[src/rtl/match_scan_ctrl.sv]
// Frame sequencer for the template-matching array: clear, load template rows, scan pixels,
// drain the array pipeline, then report completion. Match positions are turned into hit pulses.
module match_scan_ctrl #(
    parameter int FRAME_W   = 640,
    parameter int FRAME_H   = 480,
    parameter int TMPL_ROWS = 40,
    parameter int PIPE_LAT  = 4,
    parameter int POS_W     = 10
) (
    input  logic             clk,
    input  logic             rst,
    input  logic             start,
    input  logic             abort,
    output logic             tmpl_req,
    input  logic             tmpl_vld,
    input  logic             pix_vld,
    output logic             array_clr_n,
    output logic             array_ena,
    input  logic [POS_W-1:0] array_xpos,
    input  logic [POS_W-1:0] array_ypos,
    output logic             busy,
    output logic             hit,
    output logic [POS_W-1:0] hit_x,
    output logic [POS_W-1:0] hit_y,
    output logic [7:0]       hit_cnt,
    output logic [POS_W-1:0] pix_x,
    output logic [POS_W-1:0] pix_y,
    output logic             done,
    output logic             found,
    output logic [2:0]       state_dbg
);
    localparam logic [2:0] S_IDLE  = 3'd0;
    localparam logic [2:0] S_CLR   = 3'd1;
    localparam logic [2:0] S_LOAD  = 3'd2;
    localparam logic [2:0] S_SCAN  = 3'd3;
    localparam logic [2:0] S_DRAIN = 3'd4;
    localparam logic [2:0] S_FIN   = 3'd5;

    localparam int RW = $clog2(TMPL_ROWS + 1);
    localparam int DW = $clog2(PIPE_LAT) + 1;

    logic [2:0]         state;
    logic [RW-1:0]      row_cnt;
    logic [DW-1:0]      drain_cnt;
    logic [2*POS_W-1:0] prev_pos;
    logic [2*POS_W-1:0] cur_pos;
    logic               found_q;
    logic               new_hit;
    logic               last_col;
    logic               last_pix;
    logic               kill;

    assign cur_pos  = {array_ypos, array_xpos};
    assign kill     = abort && (state != S_IDLE);
    // An aborted cycle reports nothing, so the held hit values stay as they were.
    assign new_hit  = ((state == S_SCAN) || (state == S_DRAIN)) && (cur_pos != prev_pos) && !abort;
    assign last_col = (pix_x == POS_W'(FRAME_W - 1));
    assign last_pix = last_col && (pix_y == POS_W'(FRAME_H - 1));

    assign busy        = (state != S_IDLE);
    assign array_clr_n = (state != S_CLR);
    assign array_ena   = (state == S_CLR) || (state == S_LOAD);
    assign tmpl_req    = (state == S_LOAD) && (row_cnt < RW'(TMPL_ROWS));
    assign done        = (state == S_FIN);
    // found must already be valid in the FIN cycle, before found_q is updated.
    assign found       = (state == S_FIN) ? (hit_cnt != 8'd0) : found_q;
    assign state_dbg   = state;

    always_ff @(posedge clk or posedge rst) begin
        if (rst) begin
            state     <= S_IDLE;
            row_cnt   <= '0;
            drain_cnt <= '0;
            prev_pos  <= '0;
            found_q   <= 1'b0;
            hit       <= 1'b0;
            hit_x     <= '0;
            hit_y     <= '0;
            hit_cnt   <= 8'd0;
            pix_x     <= '0;
            pix_y     <= '0;
        end else begin
            hit <= 1'b0;
            if ((state == S_IDLE) && start && !abort) prev_pos <= '0;
            else prev_pos <= cur_pos;

            if (new_hit) begin
                hit   <= 1'b1;
                hit_x <= array_xpos;
                hit_y <= array_ypos;
                if (hit_cnt != 8'd255) hit_cnt <= hit_cnt + 8'd1;
            end

            if (kill) begin
                state <= S_IDLE;
            end else begin
                case (state)
                    S_IDLE: begin
                        if (start && !abort) begin
                            state   <= S_CLR;
                            row_cnt <= '0;
                            pix_x   <= '0;
                            pix_y   <= '0;
                            hit_cnt <= 8'd0;
                            found_q <= 1'b0;
                            hit_x   <= '0;
                            hit_y   <= '0;
                        end
                    end
                    S_CLR: state <= S_LOAD;
                    S_LOAD: begin
                        if (tmpl_vld && (row_cnt < RW'(TMPL_ROWS))) begin
                            row_cnt <= row_cnt + RW'(1);
                            if (row_cnt == RW'(TMPL_ROWS - 1)) state <= S_SCAN;
                        end
                    end
                    S_SCAN: begin
                        if (pix_vld) begin
                            if (last_col) begin
                                pix_x <= '0;
                                pix_y <= pix_y + POS_W'(1);
                            end else begin
                                pix_x <= pix_x + POS_W'(1);
                            end
                            if (last_pix) begin
                                state     <= S_DRAIN;
                                drain_cnt <= DW'(PIPE_LAT - 1);
                            end
                        end
                    end
                    S_DRAIN: begin
                        if (drain_cnt == '0) state <= S_FIN;
                        else drain_cnt <= drain_cnt - DW'(1);
                    end
                    S_FIN: begin
                        found_q <= (hit_cnt != 8'd0);
                        state   <= S_IDLE;
                    end
                    default: state <= S_IDLE;
                endcase
            end
        end
    end
endmodule

[config.mk]
export PLATFORM = sky130hd
export DESIGN_NAME = match_scan_ctrl
export DESIGN_NICKNAME = d
export VERILOG_FILES = /design/src/rtl/match_scan_ctrl.sv
export SDC_FILE = /design/constraint.sdc
export NUM_CORES = 1
export LEC_CHECK = 0
export ABC_AREA = 0
export BUFFER_PORTS_ARGS = -buffer_cell sky130_fd_sc_hd__buf_4
export CAP_MARGIN = 20
export CELL_PAD_IN_SITES_DETAIL_PLACEMENT = 2
export CELL_PAD_IN_SITES_GLOBAL_PLACEMENT = 2
export CORE_MARGIN = 4
export CORE_UTILIZATION = 30
export CTS_CLUSTER_SIZE = 10
export DETAILED_ROUTE_END_ITERATION = 8
export PLACE_DENSITY_LB_ADDON = 0.1
export SETUP_SLACK_MARGIN = 0.1
export SYNTH_ARGS = -nofsm -noshare
export SYNTH_HDL_FRONTEND = slang
export SYNTH_SLANG_ARGS = --single-unit
[constraint.sdc]
create_clock -name clk -period 2.4 [get_ports clk]
set_clock_uncertainty 0.2 [all_clocks]
set_input_delay 0.24 -clock clk [delete_from_list [all_inputs] [get_ports clk]]
set_output_delay 0.24 -clock clk [all_outputs]
set_load 0.03 [all_outputs]
# Word level (Yosys, flattened, before mapping)

Cells that the tools add are included.

Magnitude comparators: 1
Add/subtract/negate cells: 5
Bitwise logic cells: 1
Eq/ne operators: 23
Reductions and logical operators: 26
Muxes and demuxes: 40

Operators by type and width:

| cell                  | count |
|---|---|
| $mux 10               | 13 |
| $mux 8                | 5 |
| $pmux 10 s2           | 2 |
| $mux 3                | 10 |
| $add 10x1->10 const B | 2 |
| $mux 20               | 1 |
| $ne 20x20->1          | 1 |
| $pmux 3 s5            | 1 |
| $mux 6                | 2 |
| $ne 3x2->1 const B    | 4 |
| $pmux 6 s2            | 1 |
| $eq 10x10->1 const B  | 1 |
| $eq 10x9->1 const B   | 1 |
| $reduce_and 5->1      | 2 |
| $logic_and 1x1->1     | 9 |
| $add 8x1->8 const B   | 1 |
| $ne 2x2->1 const B    | 4 |
| $ne 8x8->1 const B    | 1 |
| $reduce_and 4->1      | 2 |
| $reduce_bool 2->1     | 4 |
| $reduce_bool 8->1     | 1 |
| $add 6x1->6 const B   | 1 |
| $eq 3x2->1 const B    | 2 |
| $eq 3x3->1 const B    | 2 |
| 17 further kinds      | 23 |

Register bits after elaboration: 82
Output and inout port bits: 58
Word-level logic and storage cells: 107
Input port bits: 26

# Logic depth before layout (Yosys ltp)

Gate-level depths: netlist of run 1.

Word-level depth: 8
Gate-level depth with buffers: 9

# Least setup slack after synthesis of run 1

OpenSTA, ideal clock, no wires.

Path type: register to register
Start point: register pix_x[0]
End point: register pix_y[9]
Path slack: -0.054 ns
Period minus slack after synthesis: 2.454 ns
Arrival: 2.176 ns
Stages on the path, launching flop included: 10
Path through: dfrtp_1 -> ha_1 -> and3_1 -> clkbuf_1 -> a41o_1 -> and2_1 -> buf_6 -> nand3_1 -> or3_1 -> a21oi_1

Longest elaborated chain between the ends: 3

Ends and longest elaborated chain:

| element                           | line | RTL |
|---|---|---|
| start: declaration                | 26   | `output logic [POS_W-1:0] pix_x,` |
| start signal: assignment          | 123  | `pix_x <= pix_x + POS_W'(1);` |
| $eq 10x10->1                      | 57   | `assign last_col = (pix_x == POS_W'(FRAME_W - 1));` |
| $ne 2x2->1 (no source line)       | -    |  |
| $reduce_and 5->1 (no source line) | -    |  |
| end signal: assignment            | 121  | `pix_y <= pix_y + POS_W'(1);` |
| end: declaration                  | 27   | `output logic [POS_W-1:0] pix_y,` |

No other way between the ends.
A chain may end at the register's enable or synchronous reset.

# Worst setup path in the final report of run 1

Start point: register hit_cnt[0]
End point: output port found

Longest elaborated chain between the ends: 2

Ends and longest elaborated chain:

| element                  | line | RTL |
|---|---|---|
| start: declaration       | 25   | `output logic [7:0] hit_cnt,` |
| start signal: assignment | 91   | `if (hit_cnt != 8'd255) hit_cnt <= hit_cnt + 8'd1;` |
| $reduce_bool 8->1        | 66   | `assign found = (state == S_FIN) ? (hit_cnt != 8'd0) : found_q;` |
| $mux 1                   | 66   |  |
| end: declaration         | 29   | `output logic found,` |

No other way between the ends.

==> metrics, run 1 <==
H-Tree Depth 3; status finished clean; Worst setup EP type output pin; Mapped Nets ~440; crit path launch hit_cnt[0]; RSZ-0062 raised after global routing yes; Period Utilization, post-route between 90% and 100%; Final Slew Violations 0; Worst-path clk slew about 0.06 ns; CTS tree yes; register bit total from synthesis between 80 and 90; 1st-iter DRT viols 114; WL per Instance 16.71 µm; Async SR Flop Fraction 100.0%; clock sinks 82; reg2reg start state_dbg[0]; r2r setup slk between 0.2 and 0.3 ns; # rows 41; Req. time, crit path slightly below 2 ns; hold path start start; Routed Antenna Nets 0; post-synthesis cell count 410; Overflow after GRT 0; leakage power figure 2.556 nW; cell count of the worst reg-to-reg path 6; DRC 0; Initial Util 30.84%; initial antenna violation count 0; most common flop cell mapped by yosys dfrtp_1; Cell variety after synth 44; register area share after synthesis 52.51%; Worst-Margin Slew 0.4183 ns; Inserted Diodes 0; via/cell ratio 4.852; final hold vios 0; Post-synth EDFFs 0; worst-skew pair later-pin latency between 0.3 and 0.4 ns; Hold WC Path Type in -> reg; fmax 439.9 MHz; Global Route Usage Sum 16.78%; crit path max fanout 2; DR vias between 3000 and 4000; vias in the first global route 3766; io pins 84; maximum clock path buffer count 2; fin util 43.37%; Total Neg Setup Slack 0 ns; final wirelength 11.83 mm; die area roughly 15000 µm²; Arr. time, crit path 1.83 ns; Design Area, Final 5495 µm²; post-layout net count 564; endpoints failing setup 0; pwr/cell area 684.1 nW/µm²; Cell Area, Synth 3907 µm²; WHS 0.2018 ns; IO buf count 83; critical path class reg -> out; Die X 122.1 µm; CTS root buf clkbuf_16; fin crit period about 2.3 ns; die outline height roughly 120 µm; synthesized area per cell 9.530 µm²; dpl hpwl 8.467 mm; GPL Wtd Cong a little over 0.8; total CTS buffers 9; DR pass1 iterations 4; Core Area ~13000 µm²; share of cells above drive strength 1 24.63%; first-pass GRT wire length 19.46 mm; Synth warnings 0; CP startpoint kind flip-flop; Peak VDD IR roughly 0.33 mV; reg2reg end pix_y[9]; max_slew headroom 72.06%; MaxCap Viol Count 0; Placed Area 4878 µm²; area added between synthesis and finish 40.63%; largest net degree at the start of global routing 42; Hold Crit Depth 5; hold endpoint state_dbg[0]
==> per-layer routing <==
layer / up-vias / track usage (%) / share of wire, %
met2: 54 / 29.25 / 51
met4: 0 / 5.878 / 1.4
met5: - / 0 / 0
met3: 12 / 3.760 / 4.5
met1: 1746 / 20.39 / 43
li1: 1623 / - / -
==> critical path, cell delays in order (launching register included) <==
cell	delay [ns]
dfrtp_1	0.38
inv_1	0.06
ha_1	0.13
or4b_4	0.47
nor4_4	0.19
o21ai_1	0.10
buf_4	0.17
==> logic make-up after synthesis <==
group / share of synthesized area (%)
mux: 1.569
fa+ha+maj: 2.241
simple gates: 23.54
xor+xnor: 7.397
compound gates: 9.830
buf+inv: 2.914
flops: 52.51
==> layout make-up <==
cell class	instances	area, µm²
timing repair buffer	126	1039
fill	1405	7176
tap	172	215.2
clock buffer	12	246.5
clock inverter	4	98.84
inverter	12	48.80
sequential	82	2054
multi-input combinational	300	1793
==> cell usage in the layout, fill, tap and decap left out, types with 2 or more instances in the layout <==
| cell | count |
|---|---|
| and4_1 | 2 |
| or3_1 | 4 |
| dlygate4sd3_1 | 22 |
| buf_4 | 101 |
| and3_1 | 4 |
| nand2_1 | 77 |
| clkbuf_1 | 2 |
| o21ai_0 | 36 |
| clkbuf_16 | 9 |
| o31ai_1 | 3 |
| nand4_1 | 11 |
| dfrtp_2 | 2 |
| nand3_1 | 14 |
| a21o_1 | 2 |
| nand2b_1 | 4 |
| nor4_2 | 2 |
| buf_12 | 3 |
| a31oi_1 | 3 |
| nor2b_1 | 2 |
| xnor2_1 | 15 |
| nor2_1 | 30 |
| nand3b_1 | 2 |
| inv_1 | 11 |
| nor3_1 | 5 |
| o21ai_1 | 2 |
| bufinv_16 | 3 |
| and2_1 | 23 |
| a21oi_1 | 8 |
| a211oi_1 | 2 |
| dfrtp_1 | 80 |
| xor2_1 | 18 |
| mux2i_1 | 5 |
| ha_1 | 7 |
==> Yosys cell counts, types with 2 or more instances <==
cell	number	area share, %
or3_1	4	0.64
o21ai_0	38	4.9
dfrtp_1	82	53
a21oi_1	8	1.0
and3_1	4	0.64
ha_1	7	2.2
xor2_1	18	4.0
nor4_1	4	0.64
nand3b_1	2	0.38
nor3_1	6	0.77
nand2_1	77	7.4
and4_1	2	0.45
nor2_1	30	2.9
a21o_1	2	0.38
nand2b_1	4	0.64
a31oi_1	4	0.64
nand4_1	11	1.8
a211oi_1	2	0.38
o31ai_1	3	0.58
nand3_1	14	1.8
clkbuf_1	13	1.2
xnor2_1	15	3.4
nor2b_1	2	0.32
mux2i_1	5	1.3
inv_1	12	1.2
and2_1	23	3.7
==> metrics by stage <==
step / setup WS [ns] / cells / power [mW]
after global placement: 0.1998 / 668 / 2.105
final: 0.1266 / 708 / 3.759
after global routing: 0.007966 / 708 / 3.932
after detailed placement: 0.1525 / 668 / 2.134
after CTS: 0.03965 / 707 / 3.817
after floorplan: 0.1211 / 410 / 1.878
==> registers in the layout (all words and copies together), names as in the netlist <==
| signal | cells |
|---|---|
| prev_pos | 20 |
| hit_x | 10 |
| hit_y | 10 |
| pix_x | 10 |
| pix_y | 10 |
| hit_cnt | 8 |
| row_cnt | 6 |
| drain_cnt | 3 |
| state_dbg | 3 |
| found_q | 1 |
| hit | 1 |
==> how the worst max path moves through the flow <==
| stage | end | slack, ns | cells past startpoint |
|---|---|---|---|
| 6_report | found | 0.13 | 6 |
| 5_1_grt | found | 0.008 | 6 |
| 4_1_cts | found | 0.04 | 6 |
| 3_5_place_dp | found | 0.15 | 6 |
| 3_3_place_gp | found | 0.20 | 6 |
| 2_1_floorplan | pix_y[9] | 0.12 | 9 |
==> power by group <==
group          internal [mW]  switching (mW)  total (mW)  leakage, nW
registers               1.47          0.0513        1.52         1.09
logic                  0.257           0.359       0.616         1.30
clock network           1.05           0.570        1.62        0.167
total                   2.78           0.981        3.76         2.56
==> what timing repair did <==
item,in CTS,in global routing
buffers inserted,1,1
hold endpoints to repair,57,0
pin swaps,2,1
hold buffers,22,0
endpoints found under the setup margin,1,10
gates cloned,0,0
gates resized for setup,3,4
(Power assumes the default switching activity.)
==> run 2: changes to the inputs <==
--- a/config.mk
+++ b/config.mk
@@ -14,7 +14,7 @@
 export CORE_UTILIZATION = 30
 export CTS_CLUSTER_SIZE = 10
 export DETAILED_ROUTE_END_ITERATION = 8
-export PLACE_DENSITY_LB_ADDON = 0.1
+export PLACE_DENSITY = 0.75
 export SETUP_SLACK_MARGIN = 0.1
 export SYNTH_ARGS = -nofsm -noshare
 export SYNTH_HDL_FRONTEND = slang
==> run 2 against run 1 <==
Compared with the run above:
- critical path depth stayed put
- worst setup slack better by 0.034 ns
- die area stayed put
- power is 4.7% lower
- combinational power is 1% higher
- first-iteration DRC count is 39% lower
==> metrics, run 2 (synthesis results as in run 1) <==
status finished clean; Req. time, crit path 1.96 ns (about the same); final wirelength 12.18 mm (+2.9%); fin util 43.05% (-0.32 points); Reg with most FFs prev_pos; RSZ-0062 raised after global routing yes; maximum clock path buffer count 2 (unchanged); commonest non-fill, non-tap cell in the layout buf_4; fmax 446.6 MHz (+1.5%); reg2reg end hit_cnt[0]; Peak VDD IR 0.3891 mV (+19%); Period Utilization, post-route 93.30% (-1.4 points); DR vias 3468 (+0.96%); reg2reg start state_dbg[0]; most frequent cells in the layout buf_4, dfrtp_1, nand2_1, o21ai_0, nor2_1; share of cells above drive strength 1 25.37% (+0.75 points); IO buf count 83 (unchanged); DRC 0 (unchanged); largest net degree at the start of global routing 83 (+98%); hold endpoint state_dbg[0]; H-Tree Depth 3 (unchanged); final hold vios 0 (unchanged); leakage power figure 2.536 nW (-0.78%); io pins 84 (unchanged); MaxCap Viol Count 0 (unchanged); crit path max fanout 2 (unchanged); GPL Wtd Cong 0.7533 (-6.5%); WHS 0.2147 ns (+0.01290 ns); vias in the first global route 3902 (+3.6%); die area 14910 µm² (unchanged); Initial Util 30.84% (unchanged); Final Slew Violations 0 (unchanged); Worst-Margin Slew 0.4660 ns (+0.04774 ns); initial antenna violation count 0 (unchanged); DR pass1 iterations 4 (unchanged); Global Route Usage Sum 17.06% (+0.28 points); CTS root buf clkbuf_16; via/cell ratio 4.898 (+0.96%); CP startpoint kind flip-flop; Total Neg Setup Slack 0 ns (unchanged); dpl hpwl 8.013 mm (-5.4%); # rows 41 (unchanged); pwr/cell area 656.5 nW/µm² (-4.0%); critical path class reg -> out; Overflow after GRT 0 (unchanged); 1st-iter DRT viols 70 (-39%); Largest register FFs 20 (unchanged); Worst-path clk slew 0.06 ns (about the same); Worst setup EP type output pin; hold path start start; Hold Crit Depth 5 (unchanged); endpoints failing setup 0 (unchanged); Routed Antenna Nets 0 (unchanged); Arr. time, crit path 1.80 ns (-0.03 ns); max_slew headroom 68.93% (-3.1 points); r2r setup slk 0.27 ns (about the same); Fillers 1354 (-3.6%); WL per Instance 17.20 µm (+2.9%); area added between synthesis and finish 39.61%; post-layout net count 564 (unchanged); worst-skew pair later-pin latency 0.35 ns (about the same); CTS tree yes; Hold WC Path Type in -> reg; clock sinks 82 (unchanged); cell count of the worst reg-to-reg path 6 (unchanged); Inserted Diodes 0 (unchanged); total CTS buffers 9 (unchanged); Die X 122.1 µm (unchanged); first-pass GRT wire length 19.88 mm (+2.1%); die outline height 122.1 µm (unchanged); Core Area 12670 µm² (unchanged); fin crit period 2.239 ns (-0.03431 ns)
==> run 2: power breakdown <==
group | internal (mW) | switching (mW) | total, mW
Sequential | 1.47 | 0.0529 | 1.53
Clock | 0.816 | 0.616 | 1.43
Combinational | 0.259 | 0.365 | 0.624
Total | 2.55 | 1.03 | 3.58
==> run 2: worst max-delay path: stages, from the launching register on <==
cell	delay, ns
dfrtp_1	0.38
inv_1	0.07
ha_1	0.12
or4b_4	0.46
nor4_4	0.17
o21ai_1	0.08
buf_4	0.17
==> run 2: final cells by class <==
class / instances / area (µm²) / area share (%)
well taps: 172 / 215.2 / 3.945
inverters: 12 / 48.80 / 0.8945
clock inverters: 7 / 77.57 / 1.422
clock buffers: 9 / 225.2 / 4.128
flip-flops and latches: 82 / 2054 / 37.66
multi-input cells: 301 / 1821 / 33.37
repair buffers: 125 / 1013 / 18.58
==> run 2: layer usage <==
layer | GRT usage (%) | vias up | wire length, µm
li1 | - | 1629 | -
met1 | 19.81 | 1769 | 5210
met2 | 30.35 | 58 | 6248
met3 | 3.946 | 12 | 516
met4 | 6.718 | 0 | 202
met5 | 0 | - | 0
==> run 2: worst max path at each step <==
stage | start | end | slack (ns)
6_report | hit_cnt[1] | found | 0.16
5_1_grt | hit_cnt[0] | found | 0.06
4_1_cts | hit_cnt[0] | found | 0.05
3_5_place_dp | hit_cnt[0] | found | 0.15
3_3_place_gp | hit_cnt[0] | found | 0.26
2_1_floorplan | pix_x[0] | pix_y[9] | 0.12
==> run 2: timing repair <==
item	in CTS	in global routing
cloned	0	1
setup buffers	2	2
hold endpoints to repair	125	0
pin swaps	2	1
setup endpoints to repair	1	27
hold buffers	22	0
resized for setup	3	7
==> run 2: through the flow <==
stage	area, µm²	power (mW)	worst slack [ns]	instances
2_1_floorplan	3915	1.878	0.1211	410
3_3_place_gp	4836	2.093	0.2568	665
3_5_place_dp	4836	2.125	0.1546	665
4_1_cts	5393	3.631	0.05031	705
5_1_grt	5455	3.764	0.05748	708
6_report	5455	3.581	0.1609	708
==> run 3: changes to the inputs <==
--- a/config.mk
+++ b/config.mk
@@ -5,16 +5,16 @@
 export SDC_FILE = /design/constraint.sdc
 export NUM_CORES = 1
 export LEC_CHECK = 0
-export ABC_AREA = 0
+export ABC_AREA = 1
 export BUFFER_PORTS_ARGS = -buffer_cell sky130_fd_sc_hd__buf_4
 export CAP_MARGIN = 20
 export CELL_PAD_IN_SITES_DETAIL_PLACEMENT = 2
 export CELL_PAD_IN_SITES_GLOBAL_PLACEMENT = 2
 export CORE_MARGIN = 4
-export CORE_UTILIZATION = 30
+export CORE_UTILIZATION = 28
 export CTS_CLUSTER_SIZE = 10
 export DETAILED_ROUTE_END_ITERATION = 8
-export PLACE_DENSITY = 0.75
+export PLACE_DENSITY = 0.74
 export SETUP_SLACK_MARGIN = 0.1
 export SYNTH_ARGS = -nofsm -noshare
 export SYNTH_HDL_FRONTEND = slang
==> run 3 against run 2 <==
Compared with the run above:
- first-iteration DRC count grew 84%
- combinational power grew to 3.8 times the previous value
- worst setup slack better by 0.021 ns
- sequential cell count is the same
- final area rose by 6.1%
- power rose by 63%
- via count rose by 20%
- largest power group is now combinational logic
- non-clock buffer count shrank 5
==> metrics, run 3 <==
status finished clean; Post-synth EDFFs 0 (unchanged); Arr. time, crit path 1.78 ns (-0.02 ns); Worst-Margin Slew 0.6251 ns (+0.1591 ns); post-synthesis cell count 565 (+38%); worst-skew pair later-pin latency 0.35 ns (about the same); Critical Path Max Stage Delay 0.54 ns (+0.08 ns); Crit path max-delay family simple AND/OR/NAND/NOR gates; commonest non-fill, non-tap cell in the layout nand2_1; CP dominant cell by count o21ai_1; Post-Layout Cell Count 876 (+24%); Placed Area 5157 µm² (+6.6%); register area share after synthesis 47.41% (-5.1 points); total CTS buffers 9 (unchanged); die outline height 132.3 µm (+8.4%); post-layout net count 717 (+27%); top post-synthesis cells by count nand2_1, nor2_1, dfrtp_1; hold path start array_xpos[8]; crit path max fanout 4 (+2); IO buf count 83 (unchanged); worst-path cell with the longest stage delay or4_1; clock sinks 82 (unchanged); pwr/cell area 1010 nW/µm² (+54%); CTS tree yes; 1st-iter DRT viols 129 (+84%); Period Utilization, post-route 92.43% (-0.87 points); most common flop cell mapped by yosys dfrtp_1; final hold vios 0 (unchanged); die area 17510 µm² (+17%); post-synth top area share 47.41% (-5.1 points); count leader, synth nand2_1; Largest register FFs 20 (unchanged); top cells by area, synth dfrtp_1, nand2_1, nor2_1; leakage power figure 2.936 nW (+16%); Cell Area, Synth 4328 µm² (+11%); fmax 450.8 MHz (+0.94%); Design Area, Final 5791 µm² (+6.1%); Peak VDD IR 0.4758 mV (+22%); via/cell ratio 4.755 (-2.9%); RSZ-0062 raised after global routing yes; # rows 45 (+9.8%); CTS root buf clkbuf_16; vias in the first global route 4756 (+22%); MaxCap Viol Count 0 (unchanged); largest net degree at the start of global routing 48 (-42%); Total Neg Setup Slack 0 ns (unchanged); Cell variety after synth 32 (-27%); Buf+Inv Stages, Crit Path 1 (-1); synthesized area per cell 7.660 µm² (-20%); DR vias 4165 (+20%); dpl hpwl 9.861 mm (+23%); DR pass1 iterations 4 (unchanged); WL per Instance 15.94 µm (-7.3%); final wirelength 13.96 mm (+15%); Initial Util 28.57% (-2.3 points); register bit total from synthesis 82 (unchanged); max_slew headroom 58.33% (-11 points); Synth area leader dfrtp_1; endpoints failing setup 0 (unchanged); share of cells above drive strength 1 19.19% (-6.2 points); CP startpoint kind flip-flop; reg2reg start state_dbg[1]; Final Slew Violations 0 (unchanged); most frequent cells in the layout nand2_1, nor2_1, buf_4, dfrtp_1, inv_1; Core Area 15150 µm² (+20%); Async SR Flop Fraction 100.0% (unchanged); Fillers 1738 (+28%); Reg with most FFs prev_pos; Worst-path clk slew 0.07 ns (about the same); area added between synthesis and finish 33.80%; DRC 0 (unchanged); H-Tree Depth 3 (unchanged); Post-Place Cells 831 (+25%); first-pass GRT wire length 23.45 mm (+18%); Overflow after GRT 0 (unchanged); Mapped Nets 598 (+35%); Req. time, crit path 1.96 ns (about the same); CP cell instances or4_1 -> o21ai_1 -> o21ai_1 -> buf_4; Hold WC Path Type in -> reg; setup bufs post-CTS 0 (-2); Die X 132.3 µm (+8.4%); Global Route Usage Sum 16.44% (-0.61 points); crit path launch hit_cnt[6]; fin crit period 2.218 ns (-0.02078 ns); Synth warnings 0 (unchanged); Routed Antenna Nets 0 (unchanged); initial antenna violation count 0 (unchanged); maximum clock path buffer count 2 (unchanged); critical path class reg -> out; GPL Wtd Cong 0.7753 (+2.9%); Worst setup EP type output pin; io pins 84 (unchanged); Inserted Diodes 0 (unchanged); total power 5.850 mW (+63%)
[run 3: metrics by stage]
step / setup slack (ns) / util (%) / hold slack (ns)
4_1_cts: 0.1218 / 38.12 / 0.02510
2_1_floorplan: 0.1771 / - / 0.1462
5_1_grt: 0.03939 / 38.23 / 0.03728
3_5_place_dp: 0.1363 / 34.05 / 0.2283
6_report: 0.1816 / 38.23 / 0.03369
3_3_place_gp: 0.2589 / 34.05 / 0.2200
[run 3: final cells by class]
| type | count | area (µm²) | area share, % |
|---|---|---|---|
| multi-input combinational | 383 | 1859 | 32.11 |
| inverter | 88 | 347.8 | 6.007 |
| timing repair buffer | 120 | 979.7 | 16.92 |
| sequential | 82 | 2053 | 35.46 |
| tap | 188 | 235.2 | 4.062 |
| clock buffer | 9 | 225.2 | 3.889 |
| clock inverter | 6 | 90.09 | 1.556 |
[run 3: where the power goes]
| part | switching [mW] | total, mW | internal (mW) | leakage, nW |
|---|---|---|---|---|
| clock network | 0.602 | 1.51 | 0.910 | 0.152 |
| registers | 0.242 | 1.94 | 1.70 | 1.07 |
| logic | 1.58 | 2.40 | 0.822 | 1.71 |
| total | 2.42 | 5.85 | 3.43 | 2.94 |
[run 3: logic make-up (layout without fill, tap and decap cells)]
| family | count (synthesis) | count (layout) | share of synthesized area [%] |
|---|---|---|---|
| adders and majority gates | 7 | 7 | 2.024 |
| buffers and inverters | 100 | 223 | 10.00 |
| AOI/OAI and AO/OA | 73 | 73 | 9.367 |
| DFF | 82 | 82 | 47.41 |
| and+or+nand+nor | 286 | 286 | 27.75 |
| xor gates and xnor gates | 17 | 17 | 3.440 |
[run 3: metal layers]
metal / global-route usage, % / up-vias / part of all wire, %
met5: 0 / - / 0
met4: 4.734 / 0 / 1.5
met3: 3.740 / 16 / 3.5
met2: 30.74 / 67 / 54
met1: 18.60 / 2083 / 41
li1: - / 1999 / -
[run 3: worst paths after layout]
kind	end	slack, ns	cells after the start
max	found	0.18	4
min reg2reg	found_q	0.30	2
max in group asynchronous	hit_cnt[2]	1.09	4
min in group asynchronous	pix_y[0]	0.40	4
max reg2reg	hit_y[9]	0.27	9
min	hit_x[8]	0.03	3
[run 3: worst reg2reg max path: stages, from the launching register on]
cell and delay [ns]:
dfrtp_1 0.46, inv_1 0.14, nand2_2 0.08, nor2_1 0.29, o21ai_2 0.13, inv_4 0.13, nand2_4 0.13, buf_6 0.20
o21ai_0 0.21, nor2_1 0.08
[run 3: repair_timing]
action / in CTS / in global routing
resized for setup: 2 / 5
endpoints found under the hold margin: 116 / 0
setup endpoints to repair: 1 / 26
hold buffers: 30 / 0
